==> src/rtl/spi_pkg.sv <==
// Shared definitions for the SPI bring-up master: FSM state encoding,
// transfer-length decode and button synchronizer depth.
// No ports; imported by spi_master_gpio and sync_edge.
package spi_pkg;

  typedef enum logic [2:0] {
    ST_IDLE  = 3'd0,
    ST_SETUP = 3'd1,
    ST_SHIFT = 3'd2,
    ST_HOLD  = 3'd3,
    ST_GAP   = 3'd4
  } state_t;

  // Flip-flop stages between a raw board pin and the core clock domain.
  localparam int SYNC_STAGES = 2;

  // transaction_length code -> number of bits (8, 16, 24, 32).
  function automatic logic [5:0] len_to_bits(input logic [1:0] len);
    return ({4'b0000, len} + 6'd1) << 3;
  endfunction

endpackage

==> src/rtl/spi_master_gpio_sync_edge.sv <==
// sync_edge: synchronizes a raw button/pin and emits a one-cycle pulse on its rising edge.
// Latency: pulse is registered, high 3 clk after the pin edge (2 sync stages + edge register).
// No backpressure: a held level produces exactly one pulse; release and press again for another.
// Ports: i_clk, i_rst (async, active high), i_async (raw pin), o_rise (one-cycle pulse).
module sync_edge
  import spi_pkg::*;
#(
  parameter int STAGES = SYNC_STAGES
) (
  input  logic i_clk,
  input  logic i_rst,
  input  logic i_async,
  output logic o_rise
);

  logic [STAGES-1:0] r_sync;
  logic              r_prev;
  logic              r_rise;

  always_ff @(posedge i_clk or posedge i_rst) begin
    if (i_rst) begin
      r_sync <= '0;
      r_prev <= 1'b0;
      r_rise <= 1'b0;
    end else begin
      r_sync <= {r_sync[STAGES-2:0], i_async};
      r_prev <= r_sync[STAGES-1];
      r_rise <= r_sync[STAGES-1] & ~r_prev;
    end
  end

  assign o_rise = r_rise;

endmodule

==> src/rtl/spi_master_gpio.sv <==
// spi_master_gpio: button-triggered SPI master, one CS-framed 8/16/24/32-bit MSB-first transfer.
// Latency: CS low for (2n+2)*CLK_DIV clk, then CLK_DIV clk gap; done pulses as rx_data updates.
// No backpressure: start requests arriving while busy are dropped, never queued.
// Ports: clk, rst; start (raw button), tx_data, transaction_length, CPOL, CPHA,
//        display_high_bits, MISO in; MOSI, SPI_SCLK, CS (active low), busy, done,
//        rx_data (right-aligned), led (16-bit page of rx_data) out.
module spi_master_gpio
  import spi_pkg::*;
#(
  parameter int CLK_DIV = 4
) (
  input  logic        clk,
  input  logic        rst,
  input  logic        start,
  input  logic [31:0] tx_data,
  input  logic [1:0]  transaction_length,
  input  logic        CPOL,
  input  logic        CPHA,
  input  logic        display_high_bits,
  input  logic        MISO,
  output logic        MOSI,
  output logic        SPI_SCLK,
  output logic        CS,
  output logic        busy,
  output logic        done,
  output logic [31:0] rx_data,
  output logic [15:0] led
);

  localparam int               DIV_W    = $clog2(CLK_DIV);
  localparam logic [DIV_W-1:0] DIV_LAST = DIV_W'(CLK_DIV - 1);

  state_t           r_state;
  state_t           w_state_nxt;
  logic [DIV_W-1:0] r_div;
  logic [31:0]      r_tx;
  logic [31:0]      r_rx;
  logic [31:0]      r_rx_data;
  logic [5:0]       r_n;
  logic [5:0]       r_bit;
  logic             r_cpol;
  logic             r_cpha;
  logic             r_sclk;
  logic             r_mosi;
  logic             r_cs;
  logic             r_done;

  logic             w_start_rise;
  logic             w_tick;
  logic             w_leading;
  logic             w_sample;
  logic             w_advance;
  logic             w_last_edge;
  logic [5:0]       w_n;
  logic [31:0]      w_tx_aligned;

  sync_edge #(.STAGES(SYNC_STAGES)) u_start_sync (
    .i_clk   (clk),
    .i_rst   (rst),
    .i_async (start),
    .o_rise  (w_start_rise)
  );

  // Decode of the live inputs, only consumed on the accept cycle. The word is
  // left-aligned so the outgoing bit is always r_tx[31] regardless of length.
  always_comb begin
    w_n          = len_to_bits(transaction_length);
    w_tx_aligned = tx_data << (6'd32 - w_n);
  end

  // SCLK edge classification. An edge happens on w_tick in SHIFT; it is a
  // leading edge when SCLK currently sits at its idle level.
  always_comb begin
    w_tick      = (r_div == DIV_LAST);
    w_leading   = (r_sclk == r_cpol);
    w_sample    = 1'b0;
    w_advance   = 1'b0;
    w_last_edge = 1'b0;
    if (r_state == ST_SHIFT && w_tick) begin
      // CPHA=0 samples on leading edges, CPHA=1 on trailing edges.
      w_sample  = (w_leading != r_cpha);
      // The transfer always ends on a trailing edge: with CPHA=0 all n bits
      // were already sampled, with CPHA=1 this edge samples the last bit.
      if (!w_leading) begin
        w_last_edge = r_cpha ? (r_bit == r_n - 6'd1) : (r_bit == r_n);
      end
      // CPHA=1 presents a new bit on every leading edge; CPHA=0 already put
      // bit n-1 out in SETUP and advances on trailing edges except the last.
      w_advance = r_cpha ? w_leading : (!w_leading && !w_last_edge);
    end
  end

  always_comb begin
    w_state_nxt = r_state;
    case (r_state)
      ST_IDLE:  if (w_start_rise) w_state_nxt = ST_SETUP;
      ST_SETUP: if (w_tick)       w_state_nxt = ST_SHIFT;
      ST_SHIFT: if (w_last_edge)  w_state_nxt = ST_HOLD;
      ST_HOLD:  if (w_tick)       w_state_nxt = ST_GAP;
      ST_GAP:   if (w_tick)       w_state_nxt = ST_IDLE;
      default:                    w_state_nxt = ST_IDLE;
    endcase
  end

  always_ff @(posedge clk or posedge rst) begin
    if (rst) begin
      r_state <= ST_IDLE;
    end else begin
      r_state <= w_state_nxt;
    end
  end

  // Half-period counter; held at zero in IDLE so SETUP starts a full period.
  always_ff @(posedge clk or posedge rst) begin
    if (rst) begin
      r_div <= '0;
    end else if (r_state == ST_IDLE || w_tick) begin
      r_div <= '0;
    end else begin
      r_div <= r_div + 1'b1;
    end
  end

  always_ff @(posedge clk or posedge rst) begin
    if (rst) begin
      r_tx      <= '0;
      r_rx      <= '0;
      r_rx_data <= '0;
      r_n       <= 6'd8;
      r_bit     <= '0;
      r_cpol    <= 1'b0;
      r_cpha    <= 1'b0;
      r_sclk    <= 1'b0;
      r_mosi    <= 1'b0;
      r_cs      <= 1'b1;
      r_done    <= 1'b0;
    end else begin
      r_done <= 1'b0;
      case (r_state)
        ST_IDLE: begin
          r_sclk <= CPOL;
          if (w_start_rise) begin
            r_n    <= w_n;
            r_cpol <= CPOL;
            r_cpha <= CPHA;
            r_cs   <= 1'b0;
            r_bit  <= '0;
            r_rx   <= '0;
            if (CPHA) begin
              r_tx <= w_tx_aligned;
            end else begin
              r_mosi <= w_tx_aligned[31];
              r_tx   <= {w_tx_aligned[30:0], 1'b0};
            end
          end
        end
        ST_SHIFT: begin
          if (w_tick) begin
            r_sclk <= ~r_sclk;
          end
          if (w_sample) begin
            r_rx  <= {r_rx[30:0], MISO};
            r_bit <= r_bit + 6'd1;
          end
          if (w_advance) begin
            r_mosi <= r_tx[31];
            r_tx   <= {r_tx[30:0], 1'b0};
          end
        end
        ST_HOLD: begin
          if (w_tick) begin
            r_cs      <= 1'b1;
            r_rx_data <= r_rx;
            r_done    <= 1'b1;
            r_mosi    <= 1'b0;
          end
        end
        default: begin
        end
      endcase
    end
  end

  assign MOSI     = r_mosi;
  assign SPI_SCLK = r_sclk;
  assign CS       = r_cs;
  assign busy     = (r_state != ST_IDLE);
  assign done     = r_done;
  assign rx_data  = r_rx_data;
  assign led      = display_high_bits ? r_rx_data[31:16] : r_rx_data[15:0];

endmodule

==> config.mk <==
export PLATFORM = sky130hd
export DESIGN_NAME = spi_master_gpio
export DESIGN_NICKNAME = d
export VERILOG_FILES = /design/src/rtl/spi_pkg.sv /design/src/rtl/spi_master_gpio_sync_edge.sv /design/src/rtl/spi_master_gpio.sv
export SDC_FILE = /design/constraint.sdc
export NUM_CORES = 1
export LEC_CHECK = 0
export CAP_MARGIN = 10
export CORE_MARGIN = 4
export CORE_UTILIZATION = 35
export CTS_CLUSTER_SIZE = 16
export DETAILED_ROUTE_END_ITERATION = 6
export REMOVE_ABC_BUFFERS = 1
export SLEW_MARGIN = 25
export SYNTH_ARGS = -nofsm -noshare
export SYNTH_HDL_FRONTEND = slang
export SYNTH_SLANG_ARGS = --single-unit
==> constraint.sdc <==
create_clock -name clk -period 11.6 [get_ports clk]
set_clock_uncertainty 0.15 [all_clocks]
set_input_delay 3.48 -clock clk [delete_from_list [all_inputs] [get_ports clk]]
set_output_delay 3.48 -clock clk [all_outputs]
set_load 0.01 [all_outputs]
==> impl_metrics.csv, run 1 <==
group,metric,value,unit
status,status,"finished clean",
hold_path,holdPathStages,0,
die,ios,94,
die,fp.dieH,142,µm
sta,worst_pin_slew,893,ps
logic_synthesis,synth_cell_types,50,
clock_network,cts_hold_buf,0,
logic_synthesis,synthTopCellsByCount,"199 x nand2_1, 118 x dfrtp_1, 51 x o21ai_0",
setup_path,path_class,"primary input to primary output",
power_and_ir_drop,ir_drop,112,µV
finish,insertedDiodeCount,0,
logic_synthesis,ys_ff_latch,120,
clock_network,tritoncts,"built",
power_and_ir_drop,leakagePower,0.00350,µW
setup_path,crit_chain,"clkdlybuf4s50_1 > mux2_2 > clkdlybuf4s50_1",
place,dpl-instance-area,0.00732,mm²
clock_network,clk_pin_slew,50,ps
finish,area_growth,26.1,%
detailed_routing,drc_errors,0,
sta,grt_setup_unrepaired,"no",
sta,maxSlewHeadroom,0.404,
place,hpwl,10200,µm
sta,post-route-period-util,0.774,
logic_synthesis,yosys.area.top_type_share,0.471,
finish,nets,769,
hold_path,hp-class,"register to register",
logic_synthesis,yosysMostFrequentCell,"nand2_1",
place,port_buffers,93,
finish,finalInstanceArea,0.00790,mm²
logic_synthesis,async_flop_share,1.00,
die,rows,48,
global_routing,antenna_found_initial,0,
global_routing,grt_pass1_vias,4868,
logic_synthesis,seq_area_frac_synth,0.480,
logic_synthesis,yosys.area.top_type,"dfrtp_1",
clock_network,root_buffer,"clkbuf_16",
sta,finalHoldViolCount,0,
clock_network,clock_latency,410,ps
global_routing,grt_pass1_wl,24900,µm
detailed_routing,ant_nets,0,
die,start_util,0.360,
logic_synthesis,syn_area,0.00627,mm²
detailed_routing,vias_per_cell,5.12,
detailed_routing,drt_pass1_iterations,5,
setup_path,r2r_slack,8730,ps
setup_path,startpoint_type,"primary input",
sta,setup_viol,0,
clock_network,htreeDepth,4,
die,die-area,0.0201,mm²
setup_path,critPathRequiredTime,7970,ps
logic_synthesis,synthCells,651,
sta,final.setup.tns,0,ps
global_routing,grtUsageTotal,0.155,
global_routing,grt_max_degree,68,
clock_network,numCtsBuffers,17,
hold_path,hp-start,"u_start_sync.r_sync[0]$_DFF_PP0_",
sta,fin_ws,2620,ps
power_and_ir_drop,power_density,186,mW/mm²
finish,drive_gt1_frac,0.124,
setup_path,slowest_stage,"clkdlybuf4s50_1",
logic_synthesis,synth_edf_count,0,
clock_network,cts_setup_buffers,0,
detailed_routing,wl_per_cell,15.6,µm
clock_network,cts_num_sinks,120,
finish,multi_input_area,0.00302,mm²
clock_network,cts_resized,0,
setup_path,crit_path_max_fanout,16,
logic_synthesis,ys.flop_type,"dfrtp_1",
finish,nFillCells,1676,
place,gp_congestion,0.821,
clock_network,clock_path_buffers,2,
logic_synthesis,yosys-top-cells-area,"dfrtp_1 47%, nand2_1 12%, mux2_2 6.3%",
setup_path,crit_path_end_kind,"primary output",
die,die_w,142,µm
setup_path,r2r_start,"r_n[3]$_DFFE_PP1P_",
sta,post-route-min-period,8980,ps
logic_synthesis,syn_avg_cell_area,9.63,µm²
logic_synthesis,yosysWarnings,0,
die,fp.coreArea,0.0174,mm²
setup_path,cpMostUsedCell,"clkdlybuf4s50_1",
detailed_routing,wl,15000,µm
setup_path,critPathMaxStageDelay,970,ps
setup_path,startpoint,"display_high_bits",
setup_path,cp.arrival,5350,ps
finish,regArea,0.00301,mm²
global_routing,grt-ovfl-total,0,
detailed_routing,dr_total_vias,4918,
setup_path,ff2ff_path_depth,8,
place,place_ws,2590,ps
sta,fmax,111,MHz
sta,drv_slew,0,
detailed_routing,initialDrtViolationCount,332,
job,drv_cap,0,
[critical path, delay by kind of cell]
| family | cells | cell delay, ps |
|---|---|---|
| buffers and inverters | 2 | 1460 |
| muxes | 1 | 410 |
[where the power goes]
group | switching, µW | internal, µW
Combinational | 220 | 170
Sequential | 59.5 | 499
Clock | 179 | 339
Total | 459 | 1010
[sequential cells by signal (all words and copies together), names as in the netlist]
name / flops
CS: 1
MOSI: 1
SPI_SCLK: 1
done: 1
r_bit: 6
r_cpha: 1
r_cpol: 1
r_div: 2
r_n: 3
r_rx: 32
r_state: 3
r_tx: 32
rx_data: 32
u_start_sync.o_rise: 1
u_start_sync.r_prev: 1
u_start_sync.r_sync: 2
[cells by family (layout without fill, tap and decap cells)]
| group | Yosys count | after routing | synth area share |
|---|---|---|---|
| and+or+nand+nor | 260 | 260 | 0.174 |
| DFF | 120 | 120 | 0.480 |
| AOI/OAI and AO/OA | 109 | 109 | 0.112 |
| muxes | 92 | 92 | 0.173 |
| buffers and inverters | 59 | 144 | 0.0415 |
| xor gates and xnor gates | 7 | 7 | 0.0122 |
| adders and majority gates | 4 | 4 | 0.00799 |
[area by class of cell]
class                           count  share of cell area
Clock buffer                       21              0.0570
Clock inverter                     10              0.0161
Inverter                           14             0.00697
Multi-Input combinational cell    472               0.382
Sequential cell                   120               0.380
Tap cell                          225              0.0356
Timing Repair Buffer               99               0.122
[layout by cell type (no fill, tap or decap), drive strengths merged, types with 3 or more instances in the layout]
cell           synthesis  routed
nand2                199     199
dfrtp                118     118
clkdlybuf4s50          0      91
mux2                  60      60
o21ai                 51      51
mux2i                 26      26
nor2                  21      21
clkbuf                24      21
inv                   14      14
a21oi                 10      10
a22oi                 10      10
o31ai                  9       9
buf                   21       8
mux4                   6       6
a221oi                 6       6
o221ai                 6       6
clkinv                 0       6
or3                    5       5
nor3                   5       5
nand3                  5       5
nand2b                 4       4
nand3b                 4       4
o22ai                  4       4
o211ai                 4       4
ha                     4       4
and2                   4       4
nand4                  4       4
nor2b                  3       3
xnor2                  3       3
xor2                   3       3
a31oi                  3       3
bufinv                 0       3
[path summary, 6_finish.rpt]
kind,endpoint
max in group asynchronous,r_tx[24]$_DFFE_PP0P_
min in group asynchronous,rx_data[24]$_DFFE_PP0P_
worst min-delay path,u_start_sync.r_sync[1]$_DFF_PP0_
worst min register to register,u_start_sync.r_sync[1]$_DFF_PP0_
worst max register to register,r_tx[25]$_DFFE_PP0P_
worst max-delay path,led[10]
[layer usage]
layer / vias to the layer above / part of all wire / track usage
li1: 2389 / - / -
met1: 2379 / 0.46 / 0.208
met2: 124 / 0.48 / 0.242
met3: 26 / 0.039 / 0.0351
met4: 0 / 0.021 / 0.0621
met5: - / 0 / 0
[stage by stage]
stage | cells | power (µW) | util | hold WS, ps
finish | 961 | 1470 | 0.454 | 205
global route | 961 | 1550 | 0.454 | 212
CTS | 961 | 1480 | 0.454 | 205
detailed placement | 930 | 956 | 0.421 | 191
global placement | 930 | 941 | 0.421 | 187
floorplan | 606 | 820 | - | 181
Power figures use the tool's default switching activity.
==> inputs of run 2 (changes only) <==
clock period = 9.2 ns   (was 11.6 ns; I/O delays follow)
==> run 2 against run 1 <==
- sequential power grew 26%
- cell area up 0.57%
- first-iteration DRC count rose by 23%
- sequential share of layout area fell by 0.22 points
- worst hold slack worse by 5.7 ps
- final cell count is 0.10% higher
- die area stayed put
- largest power group unchanged
- routed wire length shrank 0.44%
- setup slack worse by 960 ps
- total power grew 28%
- utilization up 0.26 points
==> impl_metrics.csv, run 2 (synthesis gave the netlist of run 1 again) <==
group,metric,value,unit
die,rows,48,
clock_network,tritoncts,"built",
setup_path,path_class,"primary input to primary output",
global_routing,grtUsageTotal,0.152,
sta,final.setup.tns,0,ps
global_routing,antenna_found_initial,0,
power_and_ir_drop,leakagePower,0.00351,µW
place,gp_congestion,0.848,
setup_path,crit_chain,"clkdlybuf4s50_1 > mux2_2 > clkdlybuf4s50_1",
global_routing,grt_max_degree,68,
detailed_routing,ant_nets,0,
setup_path,startpoint,"display_high_bits",
sta,finalHoldViolCount,0,
clock_network,clock_path_buffers,2,
die,die_w,142,µm
sta,grt_setup_unrepaired,"no",
die,start_util,0.360,
detailed_routing,vias_per_cell,5.07,
global_routing,grt-ovfl-total,0,
place,port_buffers,93,
die,die-area,0.0201,mm²
finish,insertedDiodeCount,0,
sta,fmax,133,MHz
global_routing,grtUsageMet3,0.0310,
die,fp.coreArea,0.0174,mm²
sta,post-route-min-period,7540,ps
status,status,"finished clean",
setup_path,r2r_slack,6290,ps
global_routing,grtUsageMet1,0.201,
setup_path,cp.arrival,4630,ps
finish,finalInstanceArea,0.00795,mm²
clock_network,htreeDepth,4,
global_routing,grt_pass1_vias,4911,
clock_network,clk_pin_slew,50,ps
detailed_routing,drt_pass1_iterations,5,
job,drv_cap,0,
clock_network,cts_num_sinks,120,
power_and_ir_drop,ir_drop,153,µV
global_routing,grt_pass1_wl,24800,µm
clock_network,numCtsBuffers,17,
finish,drive_gt1_frac,0.129,
place,dpl-instance-area,0.00733,mm²
die,fp.dieH,142,µm
detailed_routing,wl_per_cell,15.5,µm
setup_path,crit_path_end,"led[10]",
setup_path,r2r_start,"r_n[3]$_DFFE_PP1P_",
power_and_ir_drop,power_density,236,mW/mm²
power_and_ir_drop,fin_total_pwr,1880,µW
setup_path,critPathRequiredTime,6290,ps
global_routing,top_usage_layer,"met2",
sta,worst_pin_slew,903,ps
finish,final_common_cell,"nand2_1",
clock_network,cts_hold_buf,0,
setup_path,startpoint_type,"primary input",
detailed_routing,drc_errors,0,
setup_path,cpMostUsedCell,"clkdlybuf4s50_1",
clock_network,cts_setup_buffers,0,
die,ios,94,
hold_path,hp-class,"register to register",
detailed_routing,dr_total_vias,4881,
finish,nets,769,
detailed_routing,wl,14900,µm
setup_path,critPathMaxStageDelay,970,ps
setup_path,ff2ff_path_depth,8,
detailed_routing,initialDrtViolationCount,407,
sta,setup_viol,0,
setup_path,rr_endpoint,"r_tx[9]$_DFFE_PP0P_",
finish,utilization,0.456,
sta,post-route-period-util,0.820,
finish,area_growth,26.8,%
sta,drv_slew,0,
setup_path,crit_path_end_kind,"primary output",
place,hpwl,10100,µm
clock_network,root_buffer,"clkbuf_16",
setup_path,slowest_stage,"clkdlybuf4s50_1",
clock_network,cts_resized,0,
setup_path,crit_path_max_fanout,16,
clock_network,clock_latency,410,ps
sta,maxSlewHeadroom,0.398,
global_routing,use_met2,0.245,
finish,mostFrequentLayoutCells,"199 x nand2_1, 118 x dfrtp_1, 92 x clkdlybuf4s50_1, 50 x o21ai_0, 35 x mux2_2",
==> run 2: cell types whose count changed in the layout (fill, tap and decap cells not counted) <==
cell             change
ha_2                 +1
clkinv_4             +1
clkinv_2             -2
ha_1                 -1
clkbuf_8             +2
clkinvlp_4           +3
clkbuf_1             -3
buf_2                -1
clkdlybuf4s50_1      +1
==> run 2: worst min-delay path by stage <==
| stage | from | endpoint | slack, ps | cells past startpoint |
|---|---|---|---|---|
| after global placement | u_start_sync.r_sync[0]$_DFF_PP0_ | u_start_sync.r_sync[1]$_DFF_PP0_ | 190 | 0 |
| after floorplan | u_start_sync.r_sync[0]$_DFF_PP0_ | u_start_sync.r_sync[1]$_DFF_PP0_ | 180 | 0 |
| after global routing | u_start_sync.r_sync[0]$_DFF_PP0_ | u_start_sync.r_sync[1]$_DFF_PP0_ | 200 | 0 |
| after CTS | u_start_sync.r_sync[0]$_DFF_PP0_ | u_start_sync.r_sync[1]$_DFF_PP0_ | 200 | 0 |
| after detailed placement | u_start_sync.r_sync[0]$_DFF_PP0_ | u_start_sync.r_sync[1]$_DFF_PP0_ | 190 | 0 |
| final | u_start_sync.r_sync[0]$_DFF_PP0_ | u_start_sync.r_sync[1]$_DFF_PP0_ | 200 | 0 |
==> run 2: per-stage QoR <==
step | setup WS [ps] | hold WS (ps) | instances
2_1_floorplan | 3110 | 181 | 606
5_1_grt | 1580 | 200 | 962
6_report | 1660 | 199 | 962
3_3_place_gp | 1700 | 189 | 930
3_5_place_dp | 1610 | 186 | 930
4_1_cts | 1620 | 199 | 962
==> run 2: cell type report <==
type                            count  area [µm²]
Inverter                           14        55.1
Fill cell                        1642        9470
Sequential cell                   120        3010
Clock inverter                     12         149
Clock buffer                       20         467
Tap cell                          225         282
Multi-Input combinational cell    472        3020
Timing Repair Buffer               99         971
==> run 2: worst max-delay path, delay by kind of cell <==
family	cells	cell delay, ps
buffers and inverters	2	1460
muxes	1	420
==> run 2: metal layers <==
layer / vias up / part of all wire
met3: 19 / 0.031
met5: - / 0
met1: 2378 / 0.47
met4: 0 / 0.015
li1: 2393 / -
met2: 91 / 0.48
==> run 2: power breakdown <==
group	internal, µW	total, µW	switching [µW]
registers	629	703	74.1
clock network	445	683	237
logic	215	493	277
==> inputs of run 3 (changes only) <==
clock period = 7.4 ns   (was 9.2 ns; I/O delays follow)
==> run 3 against run 2 <==
- register-to-register slack worse by 1800 ps
- largest cell class unchanged
- worst hold slack worse by 0.87 ps
- final cell count is 0.21% lower
- critical endpoint is now led[1]
- sequential power is 24% higher
==> impl_metrics.csv, run 3 (synthesis gave the netlist of run 1 again) <==
group,metric,value,unit
detailed_routing,wl_per_cell,15.2,µm
finish,drive_gt1_frac,0.127,
global_routing,antenna_found_initial,0,
die,start_util,0.360,
die,rows,48,
sta,maxSlewHeadroom,0.346,
die,fp.dieH,142,µm
setup_path,path_class,"primary input to primary output",
hold_path,holdPathStages,0,
clock_network,htreeDepth,4,
detailed_routing,dr_total_vias,4886,
status,status,"finished clean",
power_and_ir_drop,ir_drop,188,µV
detailed_routing,wl,14600,µm
finish,mostFrequentLayoutCells,"199 x nand2_1, 118 x dfrtp_1, 91 x clkdlybuf4s50_1, 50 x o21ai_0, 35 x mux2_2",
clock_network,clk_pin_slew,50,ps
finish,nFillCells,1658,
sta,fin_ws,960,ps
die,die-area,0.0201,mm²
global_routing,grtUsageTotal,0.151,
setup_path,cp.arrival,4070,ps
sta,post-route-min-period,6440,ps
clock_network,tritoncts,"built",
place,hpwl,9990,µm
global_routing,grt_pass1_vias,4862,
finish,nets,768,
sta,final.setup.tns,0,ps
global_routing,grt_max_degree,79,
finish,area_growth,26.4,%
detailed_routing,ant_nets,0,
setup_path,ff2ff_path_depth,8,
sta,fmax,155,MHz
hold_path,min_to,"u_start_sync.r_sync[1]$_DFF_PP0_",
clock_network,cts_num_sinks,120,
detailed_routing,vias_per_cell,5.09,
detailed_routing,drc_errors,0,
setup_path,crit_path_max_fanout,16,
sta,worst_pin_slew,981,ps
sta,drv_slew,0,
clock_network,cts_resized,0,
sta,grt_setup_unrepaired,"no",
detailed_routing,drt_pass1_iterations,5,
job,drv_cap,0,
setup_path,startpoint_type,"primary input",
place,place_ws,918,ps
setup_path,cpMostUsedCell,"clkdlybuf4s50_1",
power_and_ir_drop,leakagePower,0.00351,µW
global_routing,grt-ovfl-total,0,
hold_path,hp-start,"u_start_sync.r_sync[0]$_DFF_PP0_",
finish,insertedDiodeCount,0,
setup_path,slowest_stage,"clkdlybuf4s50_1",
setup_path,crit_chain,"clkdlybuf4s50_1 > mux2_2 > clkdlybuf4s50_1",
sta,hold-worst-slack,198,ps
clock_network,clock_latency,400,ps
setup_path,critPathMaxStageDelay,950,ps
setup_path,crit_path_end_kind,"primary output",
sta,post-route-period-util,0.870,
setup_path,critPathRequiredTime,5030,ps
clock_network,cts_setup_buffers,0,
place,port_buffers,93,
sta,setup_viol,0,
setup_path,r2r_slack,4470,ps
setup_path,cpLargestDelayFamily,"buffers and inverters",
sta,finalHoldViolCount,0,
global_routing,grt_pass1_wl,24700,µm
clock_network,clock_path_buffers,2,
die,die_w,142,µm
setup_path,rr_endpoint,"r_tx[29]$_DFFE_PP0P_",
detailed_routing,initialDrtViolationCount,403,
setup_path,r2r_start,"r_n[3]$_DFFE_PP1P_",
hold_path,hp-class,"register to register",
setup_path,path_buf_inv,2,
clock_network,cts_hold_buf,0,
die,ios,94,
die,fp.coreArea,0.0174,mm²
finish,final_common_cell,"nand2_1",
place,gp_congestion,0.867,
power_and_ir_drop,power_density,291,mW/mm²
clock_network,root_buffer,"clkbuf_16",
clock_network,numCtsBuffers,17,
[run 3: worst reg2reg max path: cells and delay by family (launching register included)]
kind	cells	cell delay, ps
buf+inv	2	480
flops	1	550
compound gates	2	590
fa+ha+maj	1	270
mux	1	420
simple gates	2	350
[run 3: cell type report]
type                       instances  area, µm²  share of cell area
clock buffer                      23        508              0.0641
timing repair buffer              98        958               0.121
clock inverter                     8       92.6              0.0117
inverter                          14       57.6             0.00727
tap                              225        282              0.0355
sequential                       120       3010               0.379
multi-input combinational        472       3020               0.381
[run 3: per-stage QoR]
stage	total power (µW)	instance area [µm²]	util	std cells
after global routing	2440	7920	0.455	960
after floorplan	1290	6060	-	606
after global placement	1480	7320	0.420	929
after detailed placement	1500	7320	0.420	929
final	2310	7920	0.455	960
after CTS	2330	7920	0.455	960
[run 3: worst max path at each step]
| stage | startpoint | end | slack, ps | depth (start not counted) |
|---|---|---|---|---|
| 2_1_floorplan | rst | MOSI$_DFFE_PP0P_ | 1850 | 1 |
| 3_3_place_gp | display_high_bits | led[0] | 980 | 3 |
| 3_5_place_dp | display_high_bits | led[1] | 920 | 3 |
| 4_1_cts | display_high_bits | led[1] | 920 | 3 |
| 5_1_grt | display_high_bits | led[1] | 880 | 3 |
| 6_report | display_high_bits | led[1] | 960 | 3 |
[run 3: metal layers]
metal  global-route usage  share of wire
met1                0.205           0.46
met2                0.241           0.49
met3               0.0283          0.038
met4               0.0525          0.014
met5                    0              0
[run 3: report_power, final]
part	internal [µW]	switching (µW)	leakage (µW)	total, µW
registers	782	93.1	0.00159	875
logic	267	341	0.00162	608
clock network	544	280	0.000301	824
total	1590	714	0.00351	2310
